[src/rtl/gol_board_buffer_if.sv]
// Bus bundle between the Game of Life controller/update logic and gol_board_buffer:
// read window, row writes, seed loads and the swap handshake.
interface gol_board_buffer_if #(
  parameter int WIDTH   = 8,
  parameter int REGBITS = 3,
  parameter int GENBITS = 16
);
  logic [REGBITS-1:0] ra;
  logic [WIDTH-1:0]   rd_n;
  logic [WIDTH-1:0]   rd_c;
  logic [WIDTH-1:0]   rd_s;
  logic               regwrite;
  logic [REGBITS-1:0] wa;
  logic [WIDTH-1:0]   wd;
  logic               load;
  logic               swap;
  logic               swap_err;
  logic               stable;
  logic [GENBITS-1:0] generation;

  modport master (
    output ra, regwrite, wa, wd, load, swap,
    input  rd_n, rd_c, rd_s, swap_err, stable, generation
  );

  modport slave (
    input  ra, regwrite, wa, wd, load, swap,
    output rd_n, rd_c, rd_s, swap_err, stable, generation
  );
endinterface

[src/rtl/gol_board_buffer.sv]
// Double-buffered Game of Life board store with a north/centre/south read window.
// Define GOL_TORUS_EN for vertical wrap-around; otherwise rows beyond the edges read as dead.
module gol_board_buffer #(
  parameter int WIDTH   = 8,
  parameter int REGBITS = 3,
  parameter int GENBITS = 16
) (
  input logic               ph2,
  input logic               reset,
  gol_board_buffer_if.slave bus
);
  localparam int DEPTH = 2 ** REGBITS;

  logic [WIDTH-1:0]   mem [2][DEPTH];
  logic               bank_sel;
  logic [DEPTH-1:0]   written_mask;
  logic               changed;
  logic [GENBITS-1:0] generation;
  logic               stable;
  logic               swap_err;

  logic               wr_fire;
  logic [DEPTH-1:0]   wr_bit;
  logic               wr_change;
  logic               swap_ok;
  logic               swap_rej;
  logic [REGBITS-1:0] ra_n;
  logic [REGBITS-1:0] ra_s;

  always_comb begin
    wr_fire   = bus.regwrite & ~bus.load;
    wr_bit    = '0;
    if (wr_fire) wr_bit[bus.wa] = 1'b1;
    wr_change = wr_fire && (bus.wd != mem[bank_sel][bus.wa]);
    // The write landing this same cycle counts toward completing the mask.
    swap_ok   = bus.swap & ~bus.load & (&(written_mask | wr_bit));
    swap_rej  = bus.swap & ~swap_ok;
  end

  assign ra_n = bus.ra - REGBITS'(1);
  assign ra_s = bus.ra + REGBITS'(1);

  assign bus.rd_c = mem[bank_sel][bus.ra];
`ifdef GOL_TORUS_EN
  assign bus.rd_n = mem[bank_sel][ra_n];
  assign bus.rd_s = mem[bank_sel][ra_s];
`else
  assign bus.rd_n = (bus.ra == '0) ? '0 : mem[bank_sel][ra_n];
  assign bus.rd_s = (&bus.ra)      ? '0 : mem[bank_sel][ra_s];
`endif

  assign bus.generation = generation;
  assign bus.stable     = stable;
  assign bus.swap_err   = swap_err;

  always_ff @(posedge ph2) begin
    if (reset) begin
      for (int r = 0; r < DEPTH; r++) begin
        mem[0][r] <= '0;
        mem[1][r] <= '0;
      end
      bank_sel     <= 1'b0;
      written_mask <= '0;
      changed      <= 1'b0;
      generation   <= '0;
      stable       <= 1'b0;
      swap_err     <= 1'b0;
    end else begin
      swap_err <= swap_rej;
      if (bus.load)
        mem[bank_sel][bus.wa] <= bus.wd;
      else if (bus.regwrite)
        mem[~bank_sel][bus.wa] <= bus.wd;

      if (swap_ok) begin
        bank_sel     <= ~bank_sel;
        generation   <= generation + GENBITS'(1);
        stable       <= ~(changed | wr_change);
        written_mask <= '0;
        changed      <= 1'b0;
      end else begin
        written_mask <= written_mask | wr_bit;
        if (wr_change) changed <= 1'b1;
      end
    end
  end
endmodule

[src/flat_wrapper.sv]
// flat-port wrapper written by rule: the top's interface ports become plain ports
module gol_board_buffer_flat 
#(
  parameter int WIDTH   = 8,
  parameter int REGBITS = 3,
  parameter int GENBITS = 16
)
  (ph2, reset, bus_ra, bus_regwrite, bus_wa, bus_wd, bus_load, bus_swap, bus_rd_n, bus_rd_c, bus_rd_s, bus_swap_err, bus_stable, bus_generation);
  gol_board_buffer_if #(.WIDTH(WIDTH), .REGBITS(REGBITS), .GENBITS(GENBITS)) bus_i ();
  input logic ph2;
  input logic reset;
  input wire logic [$bits(bus_i.ra)-1:0] bus_ra;
  input wire logic [$bits(bus_i.regwrite)-1:0] bus_regwrite;
  input wire logic [$bits(bus_i.wa)-1:0] bus_wa;
  input wire logic [$bits(bus_i.wd)-1:0] bus_wd;
  input wire logic [$bits(bus_i.load)-1:0] bus_load;
  input wire logic [$bits(bus_i.swap)-1:0] bus_swap;
  output wire logic [$bits(bus_i.rd_n)-1:0] bus_rd_n;
  output wire logic [$bits(bus_i.rd_c)-1:0] bus_rd_c;
  output wire logic [$bits(bus_i.rd_s)-1:0] bus_rd_s;
  output wire logic [$bits(bus_i.swap_err)-1:0] bus_swap_err;
  output wire logic [$bits(bus_i.stable)-1:0] bus_stable;
  output wire logic [$bits(bus_i.generation)-1:0] bus_generation;
  assign bus_i.ra = bus_ra;
  assign bus_i.regwrite = bus_regwrite;
  assign bus_i.wa = bus_wa;
  assign bus_i.wd = bus_wd;
  assign bus_i.load = bus_load;
  assign bus_i.swap = bus_swap;
  assign bus_rd_n = bus_i.rd_n;
  assign bus_rd_c = bus_i.rd_c;
  assign bus_rd_s = bus_i.rd_s;
  assign bus_swap_err = bus_i.swap_err;
  assign bus_stable = bus_i.stable;
  assign bus_generation = bus_i.generation;
  gol_board_buffer #(.WIDTH(WIDTH), .REGBITS(REGBITS), .GENBITS(GENBITS)) u_core (.ph2(ph2), .reset(reset), .bus(bus_i));
endmodule
[config.mk]
export PLATFORM = sky130hd
export DESIGN_NAME = gol_board_buffer_flat
export DESIGN_NICKNAME = d
export VERILOG_FILES = /design/src/rtl/gol_board_buffer_if.sv /design/src/rtl/gol_board_buffer.sv /design/src/flat_wrapper.sv
export SDC_FILE = /design/constraint.sdc
export NUM_CORES = 1
export LEC_CHECK = 0
export ABC_AREA = 0
export CAP_MARGIN = 20
export CORE_MARGIN = 1.5
export CORE_UTILIZATION = 45
export CTS_BUF_LIST = sky130_fd_sc_hd__clkbuf_8
export DETAILED_ROUTE_END_ITERATION = 6
export SYNTH_ARGS = -nofsm -noshare
export SYNTH_HDL_FRONTEND = slang
export SYNTH_SLANG_ARGS = --single-unit
[constraint.sdc]
create_clock -name ph2 -period 2.8 [get_ports ph2]
set_input_delay 0.42 -clock ph2 [delete_from_list [all_inputs] [get_ports ph2]]
set_output_delay 0.42 -clock ph2 [all_outputs]
set_load 0.005 [all_outputs]
==> impl_metrics.json <==
{
  "dp_hpwl_um": 20800,
  "skew_ns": 0.00702,
  "crit_required_ns": 2.38,
  "drive_gt1_share_pct": 36.2,
  "fin_crit_sh_pct": 105,
  "start_kind": "register",
  "cts.htree.levels": 4,
  "gr-total-overflow": 0,
  "die_y_um": 146,
  "dp_cells": 1180,
  "insertedDiodeCount": 0,
  "antenna_found_initial": 0,
  "slew_headroom_pct": 60.8,
  "crit_path_max_incr_delay_ns": 0.56,
  "power_leakage_nw": 4.42,
  "setup_slack_ns": -0.130,
  "maxCapViolations": 0,
  "cts_buffer_depth": 2,
  "ys_warn_count": 0,
  "grt_max_degree": 48,
  "vias": 7393,
  "die-area_um2": 21300,
  "ir_drop_uv": 275,
  "path_class": "register to output pin",
  "syn_inst": 800,
  "grt_pass1_wl_um": 44200,
  "synth_nets": 824,
  "core_um2": 20100,
  "clk_pin_slew_ns": 0.09,
  "syn_area_per_cell_um2": 11.5,
  "drt-total-wl_um": 29000,
  "ios": 61,
  "cts.sinks": 157,
  "cp_common_cell": "mux4_2",
  "grt_pass1_vias": 7326,
  "ant_nets": 0,
  "fin_nets": 1001,
  "grt_use_total_pct": 28.0,
  "cp_slowest_cell": "mux4_2",
  "synth-edff-count": 128,
  "synth_seq_cells": 157,
  "setup_viol": 11,
  "tritoncts": "yes",
  "vias_per_cell": 5.87,
  "post_dp_cell_area_um2": 10800,
  "final.min_clock_period_ns": 2.93,
  "synth_ff_type": "edfxtp_1",
  "p_per_area_nw_per_um2": 449,
  "end_kind": "output pin",
  "p_total_mw": 5.50,
  "cts-buffers-inserted": 17,
  "hold_path_class": "register to register",
  "r2r_slack_ns": 0.06,
  "crit_path_max_fanout": 8,
  "slew_viol_final": 0,
  "clk_latency_ns": 0.47,
  "place.gp.congestion": 0.964,
  "worst_pin_slew_ns": 0.588,
  "fmax_mhz": 341,
  "drt_iter0_markers": 552,
  "timing.hold.ws_ns": 0.489,
  "violations": "setup timing",
  "hold_viol": 0,
  "initial_core_util_pct": 45.7,
  "final_area_um2": 12300,
  "cts-root-buf": "clkbuf_8",
  "drtPass1Iterations": 5,
  "die_x_um": 146,
  "ys_async_sr_fraction_pct": 0,
  "portBuffers": 60,
  "synthesis.area_um2": 9190,
  "critPathArrivalTime_ns": 2.51,
  "area_growth_syn_to_layout_pct": 33.4,
  "cts_hold_buf": 0,
  "status": "complete, but fails checks",
  "num_rows": 52,
  "synth_cell_types": 49,
  "wl_per_cell_um": 23.0,
  "path_cells": "buf_16 -> buf_8 -> mux4_2 -> mux4_2 -> buf_6",
  "yosysSeqAreaShare_pct": 48.2,
  "rsz0062_at_grt": "true",
  "final_cells": 1260,
  "postLayoutCoreUtil_pct": 61.0,
  "drc_errors": 0
}
-- cells in the mapped netlist, drive strengths merged (2+ instances only) --
master / instances / share of area [%]
and3: 6 / 0.41
nand4: 10 / 0.68
clkbuf: 38 / 1.6
inv: 2 / 0.082
mux4: 42 / 10
buf: 20 / 1.1
edfxtp: 128 / 42
or2: 18 / 1.2
nor3b: 2 / 0.29
nor2: 78 / 3.2
mux2i: 80 / 8.7
nor4: 8 / 0.54
a211oi: 31 / 2.5
and4: 4 / 0.38
a21oi: 22 / 1.2
o21ai: 7 / 0.38
a31oi: 3 / 0.20
ha: 5 / 0.68
o22ai: 30 / 2.0
nor2b: 3 / 0.20
or3: 2 / 0.14
nand3b: 3 / 0.25
or3b: 4 / 0.41
nand2: 51 / 2.1
nand2b: 2 / 0.14
xor2: 13 / 1.2
a32o: 2 / 0.22
and2: 131 / 8.9
xnor2: 11 / 1.0
mux2: 5 / 0.61
dfxtp: 29 / 6.3
-- worst paths after layout --
path / from / endpoint / cells past startpoint
worst max register to register: register / u_core.changed / 11
worst max-delay path: register / bus_rd_c[7] / 5
worst min-delay path: u_core.written_mask[0] / u_core.written_mask[0] / 2
worst min register to register: u_core.written_mask[0] / u_core.written_mask[0] / 2
-- stage by stage --
stage	worst slack, ns	TNS [ns]
final	-0.130	-0.623
after global routing	-0.188	-2.15
after CTS	-0.151	-1.47
after detailed placement	-0.283	-7.44
after global placement	-0.252	-7.03
after floorplan	0.196	0
-- placed cells by master, fill, tap and decap left out, types with 14 or more instances in the layout --
cell / count
and2_1: 131
edfxtp_1: 128
buf_4: 116
nor2_1: 76
mux2i_1: 49
mux4_2: 42
nand2_1: 41
clkdlybuf4s50_1: 35
o22ai_1: 30
dfxtp_1: 28
mux2i_4: 23
a211oi_2: 20
or2_2: 17
clkbuf_8: 17
buf_12: 16
a21oi_1: 14
-- routing by layer --
layer,routed length (um),vias to the layer above,GRT usage (%)
met5,0,-,0
met4,781,0,8.93
met3,2220,54,6.61
met2,13900,324,46.0
met1,12000,3701,36.8
li1,-,3314,-
-- cell type report --
class	instances	area, um^2
clock buffers	17	234
clock inverters	15	166
fillers	1600	7850
inverters	3	12.5
multi-input cells	582	5020
flip-flops and latches	157	4430
well taps	270	338
repair buffers	216	2060
-- cells by family (layout without fill, tap and decap cells) --
| logic type | after synthesis | count (layout) | share of synthesized area, % |
|---|---|---|---|
| AO/OA/AOI/OAI | 101 | 101 | 7.38 |
| XOR/XNOR | 24 | 24 | 2.29 |
| adder cells (fa/ha/maj) | 5 | 5 | 0.681 |
| buffers and inverters | 61 | 251 | 2.81 |
| flip-flops | 157 | 157 | 48.2 |
| multiplexers | 127 | 127 | 19.6 |
| AND/OR/NAND/NOR | 325 | 325 | 19.1 |
-- report_power, final --
group | total (mW) | switching [mW] | internal [mW]
Sequential | 2.74 | 0.0983 | 2.64
Combinational | 1.01 | 0.546 | 0.461
Clock | 1.75 | 0.999 | 0.753
Total | 5.50 | 1.64 | 3.85
-- critical path, delay by kind of cell, from the launching register on --
family	cells	cell delay [ns]
mux	2	1.10
buf+inv	3	0.43
flops	1	0.50
-- state kept, by name (all words and copies together), names as in the netlist, named ones only --
signal                 count
u_core.bus.swap_err        1
u_core.written_mask        8
u_core.mem               128
u_core.changed             1
u_core.bus.generation     16
u_core.bus.stable          1
u_core.bank_sel            1
-- timing repair --
item / CTS / global route
gates resized for setup: 164 / 51
endpoints found under the setup margin: 24 / 25
pin swaps: 17 / 15
setup buffers: 33 / 13
gates cloned: 5 / 0
Note: power is estimated with default switching activity, not from simulation.
